==> config.mk <==
export PLATFORM = sky130hd
export DESIGN_NAME = mult3x3_accum_flat
export DESIGN_NICKNAME = d
export VERILOG_FILES = /design/src/rtl/mult3x3_accum_pkg.sv /design/src/rtl/mult3x3_accum_if.sv /design/src/rtl/mult3x3_accum_mult.sv /design/src/rtl/mult3x3_accum.sv /design/src/flat_wrapper.sv
export SDC_FILE = /design/constraint.sdc
export NUM_CORES = 1
export LEC_CHECK = 0
export BUFFER_PORTS_ARGS = -buffer_cell sky130_fd_sc_hd__buf_2
export CORE_MARGIN = 8
export CORE_UTILIZATION = 43
export CTS_CLUSTER_SIZE = 24
export DETAILED_ROUTE_END_ITERATION = 7
export GPL_TIMING_DRIVEN = 1
export RECOVER_POWER = 25
export SKIP_CTS_REPAIR_TIMING = 1
export SLEW_MARGIN = 20
export SYNTH_ARGS = -nofsm -noshare
export SYNTH_HDL_FRONTEND = slang
export SYNTH_SLANG_ARGS = --single-unit
==> constraint.sdc <==
create_clock -name clk -period 3.35 [get_ports clk]
set_clock_uncertainty 0.15 [all_clocks]
set_input_delay 0.1675 -clock clk [delete_from_list [all_inputs] [get_ports clk]]
set_output_delay 0.1675 -clock clk [all_outputs]
set_load 0.02 [all_outputs]
==> src/rtl/mult3x3_accum_pkg.sv <==
// rtl/mult3x3_accum_pkg.sv - shared FSM encoding, operand widths and clog2 helper
package mac_pkg;

    localparam int OPND_W = 3;
    localparam int PROD_W = 6;

    typedef enum logic [1:0] {
        IDLE  = 2'd0,
        ACCUM = 2'd1,
        DONE  = 2'd2
    } state_t;

    function automatic int clog2(input int v);
        int r;
        r = 0;
        for (int i = 0; i < 31; i++) begin
            if ((1 << i) < v) r = i + 1;
        end
        return r;
    endfunction

endpackage

==> src/rtl/mult3x3_accum_if.sv <==
// rtl/mult3x3_accum_if.sv - operand input and result output handshakes of the MAC stage
interface mult3x3_accum_if #(
    parameter int ACC_W = 8
) ();
    import mac_pkg::*;

    logic              in_valid;
    logic              in_ready;
    logic [OPND_W-1:0] a;
    logic [OPND_W-1:0] b;
    logic              out_valid;
    logic              out_ready;
    logic [ACC_W-1:0]  acc_out;

    modport master (
        output in_valid, a, b, out_ready,
        input  in_ready, out_valid, acc_out
    );

    modport slave (
        input  in_valid, a, b, out_ready,
        output in_ready, out_valid, acc_out
    );
endinterface

==> src/rtl/mult3x3_accum_mult.sv <==
// rtl/mult3x3_accum_mult.sv - combinational 3x3 unsigned multiplier
module mult_3x3
    import mac_pkg::*;
(
    input  logic [OPND_W-1:0] a,
    input  logic [OPND_W-1:0] b,
    output logic [PROD_W-1:0] out
);
    assign out = PROD_W'(a) * PROD_W'(b);
endmodule

==> src/rtl/mult3x3_accum.sv <==
// rtl/mult3x3_accum.sv - sums N_TERMS products of 3-bit operand pairs into one result
module mult3x3_accum
    import mac_pkg::*;
#(
    parameter int N_TERMS = 4,
    parameter int CNT_W   = 4,
    parameter int ACC_W   = 6 + clog2(N_TERMS)
) (
    input  logic clk,
    input  logic rst,
    input  logic clear,
    mult3x3_accum_if.slave bus
);

    state_t             state, state_nxt;
    logic [ACC_W-1:0]   acc, acc_nxt;
    logic [CNT_W-1:0]   cnt, cnt_nxt;
    logic [ACC_W-1:0]   acc_out, acc_out_nxt;
    logic               out_valid, out_valid_nxt;
    logic               in_ready;
    logic               fire_in;
    logic [PROD_W-1:0]  prod;
    logic [ACC_W-1:0]   prod_ext;
    logic [ACC_W-1:0]   sum;

    mult_3x3 u_mult (
        .a   (bus.a),
        .b   (bus.b),
        .out (prod)
    );

    assign prod_ext = ACC_W'(prod);
    assign sum      = acc + prod_ext;

    always_ff @(posedge clk) begin
        if (rst) begin
            state     <= IDLE;
            acc       <= '0;
            cnt       <= '0;
            acc_out   <= '0;
            out_valid <= 1'b0;
        end else begin
            state     <= state_nxt;
            acc       <= acc_nxt;
            cnt       <= cnt_nxt;
            acc_out   <= acc_out_nxt;
            out_valid <= out_valid_nxt;
        end
    end

    // in_ready is a function of state only, so the source never sees a comb path from in_valid
    always_comb begin
        state_nxt     = state;
        acc_nxt       = acc;
        cnt_nxt       = cnt;
        acc_out_nxt   = acc_out;
        out_valid_nxt = out_valid;
        in_ready      = (state != DONE);
        fire_in       = bus.in_valid & in_ready;

        if (clear) begin
            state_nxt     = IDLE;
            acc_nxt       = '0;
            cnt_nxt       = '0;
            acc_out_nxt   = '0;
            out_valid_nxt = 1'b0;
        end else begin
            case (state)
                IDLE: begin
                    if (fire_in) begin
                        acc_nxt   = prod_ext;
                        cnt_nxt   = CNT_W'(1);
                        state_nxt = ACCUM;
                    end
                end
                ACCUM: begin
                    if (fire_in) begin
                        acc_nxt = sum;
                        cnt_nxt = cnt + CNT_W'(1);
                        if (cnt == CNT_W'(N_TERMS - 1)) begin
                            state_nxt     = DONE;
                            acc_out_nxt   = sum;
                            out_valid_nxt = 1'b1;
                        end
                    end
                end
                DONE: begin
                    // result is held until taken; the next pair waits for IDLE
                    if (out_valid && bus.out_ready) begin
                        out_valid_nxt = 1'b0;
                        acc_nxt       = '0;
                        cnt_nxt       = '0;
                        state_nxt     = IDLE;
                    end
                end
                default: begin
                    state_nxt = IDLE;
                end
            endcase
        end
    end

    assign bus.in_ready  = in_ready;
    assign bus.out_valid = out_valid;
    assign bus.acc_out   = acc_out;

endmodule
==> src/flat_wrapper.sv <==
// flat-port wrapper written by rule: the top's interface ports become plain ports
module mult3x3_accum_flat import mac_pkg::*;
#(
    parameter int N_TERMS = 4,
    parameter int CNT_W   = 4,
    parameter int ACC_W   = 6 + clog2(N_TERMS)
)
  (clk, rst, clear, bus_in_valid, bus_a, bus_b, bus_out_ready, bus_in_ready, bus_out_valid, bus_acc_out);
  mult3x3_accum_if #(.ACC_W(ACC_W)) bus_i ();
  input  logic clk;
  input  logic rst;
  input  logic clear;
  input wire logic [$bits(bus_i.in_valid)-1:0] bus_in_valid;
  input wire logic [$bits(bus_i.a)-1:0] bus_a;
  input wire logic [$bits(bus_i.b)-1:0] bus_b;
  input wire logic [$bits(bus_i.out_ready)-1:0] bus_out_ready;
  output wire logic [$bits(bus_i.in_ready)-1:0] bus_in_ready;
  output wire logic [$bits(bus_i.out_valid)-1:0] bus_out_valid;
  output wire logic [$bits(bus_i.acc_out)-1:0] bus_acc_out;
  assign bus_i.in_valid = bus_in_valid;
  assign bus_i.a = bus_a;
  assign bus_i.b = bus_b;
  assign bus_i.out_ready = bus_out_ready;
  assign bus_in_ready = bus_i.in_ready;
  assign bus_out_valid = bus_i.out_valid;
  assign bus_acc_out = bus_i.acc_out;
  mult3x3_accum #(.N_TERMS(N_TERMS), .CNT_W(CNT_W), .ACC_W(ACC_W)) u_core (.clk(clk), .rst(rst), .clear(clear), .bus(bus_i));
endmodule
==> impl_metrics.toml <==
[worst_hold_path]
whs_path_depth = 4
min_to = "u_core.acc[5]$_SDFFE_PP0P_"
min_path_type = "primary input to flip-flop"
min-delay-start = "rst"

[critical_path]
worstPathArrival_ps = 2990
max_stage_delay_ps = 480
crit_required_ps = 3450
r2r_end = "u_core.bus.acc_out[6]$_SDFFE_PP0P_"
worst_r2r_startpoint = "u_core.state[0]$_SDFFE_PP0P_"
endpoint_kind = "flip-flop"
reg2reg_slack_ps = 890
crit_buf_inv = 4
start_kind = "primary input"
cpLargestDelayFamily = "adder cells"
worstPathMaxFanout = 6
r2r_cells = 6
path_class = "primary input to flip-flop"
cpMaxStageDelayCell = "fa_1"
crit_chain = "buf_2 -> nand2_1 -> fa_1 -> inv_1 -> ha_1 -> inv_1 -> fa_1 -> inv_1 -> ha_1 -> o211ai_1 -> o211ai_1 -> o211ai_1 -> or3_1 -> a31oi_1"

[grt]
grt_pass1_wl_um = 6200
grt_pass1_vias = 1399
antenna_found_initial = 0
grt_overflow = 0
grt_max_degree = 19
grt_usage = 0.139

[pwr]
p_clk_frac = 0.248
p_leak_nw = 0.690
power_frac_seq = 0.523
peakVddDrop_mv = 0.136
p_sw_frac = 0.305
combinationalPowerShare = 0.229
p_sw_uw = 165
p_int_uw = 376
p_per_area_nw_per_um2 = 317

[sta]
relSlewSlack = 0.385
final.min_clock_period_ps = 2880
hold_viol_final = 0
fin_tns_setup_ps = 0
setup_violations = 0
slew_viol_final = 0
rsz0062_at_grt = "false"
worst_pin_slew_ps = 915
post-route-period-util = 0.861
fmax_mhz = 347

[logic_synthesis]
ys_ff_latch = 23
synth.distinct_cells = 41
postSynth.asyncResetShare = 0
syn_area_sq_um = 1520
syn_inst = 185
ys_seq_area_frac = 0.302
ys_top_cells_by_area = "dfxtp_1 (30%), ha_1 (14%), a21oi_1 (4.9%)"
ys_warn_count = 0
yosysTopAreaCellShare = 0.302
synth_top_flop_cell = "dfxtp_1"
syn-num-nets = 216
postSynthAreaPerCell_sq_um = 8.24
synth_enable_flop_cells = 0
yosysTopAreaCell = "dfxtp_1"

[placement]
placedInstanceArea_sq_um = 1680
place_inst = 249
port_buffers = 20
dp_hpwl_um = 2880
place_congestion = 0.870

[detailed_routing]
vias_per_cell = 5.47
drc = 0
vias = 1389
dr.pass1.iters = 4
drt-initial-drc-count = 39
wl_per_cell_um = 14.2
wl_um = 3610
ant_nets = 0

[floorplanning]
core-area_sq_um = 3360
rows = 21
start_util = 0.453
die_x_um = 75.5
die-area_sq_um = 5700
io_pins = 21
die_h_um = 75.5

[clocking]
numCtsBuffers = 3
cts_tree = "done"
cts.reportedPaths.clkPinSlew_ps = 140
cts_root_buf = "clkbuf_4"
clk_latency_ps = 320
cts_sinks = 23
htreeDepth = 1
clock_path_buffers = 2

[flow_run]
drv_cap = 0

[finish]
final_cell_mix = "dfxtp_1 (23), nand2_1 (18), ha_1 (17)"
final_area_sq_um = 1710
syn2layout_area_growth_pct = 12.0
nets = 240
diodes = 0
n_fill_cell = 369
layout_commonest_cell = "dfxtp_1"
fin_cells = 254
drive_gt1_frac = 0.115

[run_status]
outcome = "finished clean"
==> synthesized netlist by cell type (all sizes together) (3+ instances only) <==
library cell	number
o211ai	3
fa	3
a21oi	15
nand2	18
a211oi	4
a21o	3
nor2	13
nand2b	3
nand3	6
ha	17
nor3	5
or3	6
inv	14
o21ai	12
dfxtp	23
and2	8
nor2b	3
==> power by group through the flow <==
stage / Combinational [mW] / Clock [mW] / Sequential [mW]
final: 0.124 / 0.134 / 0.283
after global routing: 0.142 / 0.151 / 0.284
after CTS: 0.125 / 0.138 / 0.283
after detailed placement: 0.124 / 0 / 0.289
after global placement: 0.118 / 0 / 0.289
after floorplan: 0.0897 / 0 / 0.288
==> layout make-up <==
cell class | count | area, sq um | share of cell area
well taps | 46 | 57.6 | 0.0337
repair buffers | 23 | 115 | 0.0674
multi-input cells | 144 | 993 | 0.582
inverters | 14 | 52.6 | 0.0308
clock buffers | 3 | 22.5 | 0.0132
clock inverters | 1 | 5.00 | 0.00293
flip-flops and latches | 23 | 460 | 0.270
==> flip-flops by register name, summed over array words and instances (netlist names) <==
signal,count
u_core.cnt,4
u_core.bus.acc_out,8
u_core.acc,8
u_core.bus.out_valid,1
u_core.state,2
==> worst min-delay path, cell delays in order <==
cell	delay, ps
buf_2	80
nor2_1	120
o21ai_0	100
nor2_1	50
==> layer usage <==
layer	vias up	track usage	wire (um)
met5	-	0	0
met2	21	0.251	1810
met3	5	0.0263	143
met4	0	0.0448	48
li1	702	-	-
met1	661	0.160	1610
==> worst max-delay path by stage <==
stage,start,end,cells after the start
4_1_cts,bus_a[0],u_core.acc[7]$_SDFFE_PP0P_,14
3_3_place_gp,bus_a[0],u_core.acc[5]$_SDFFE_PP0P_,14
5_1_grt,bus_b[2],u_core.acc[5]$_SDFFE_PP0P_,14
2_1_floorplan,bus_a[0],u_core.acc[7]$_SDFFE_PP0P_,13
6_report,bus_a[0],u_core.acc[7]$_SDFFE_PP0P_,14
3_5_place_dp,bus_a[0],u_core.acc[5]$_SDFFE_PP0P_,14
==> stage by stage <==
step                hold slack (ps)  setup slack (ps)  utilization  power (mW)
floorplan                       204               430            -       0.378
global placement                291               218        0.499       0.406
detailed placement              298               120        0.499       0.413
CTS                           -28.8               461        0.507       0.546
global route                   98.1               286        0.507       0.576
finish                         74.9               465        0.507       0.541
==> cell families after synthesis <==
group / after synthesis / share of synthesized area
and+or+nand+nor: 68 / 0.231
AOI/OAI and AO/OA: 51 / 0.213
muxes: 1 / 0.00657
adders and majority gates: 20 / 0.179
DFF: 23 / 0.302
xor gates and xnor gates: 4 / 0.0230
buffers and inverters: 18 / 0.0460
Power figures use the tool's default switching activity.
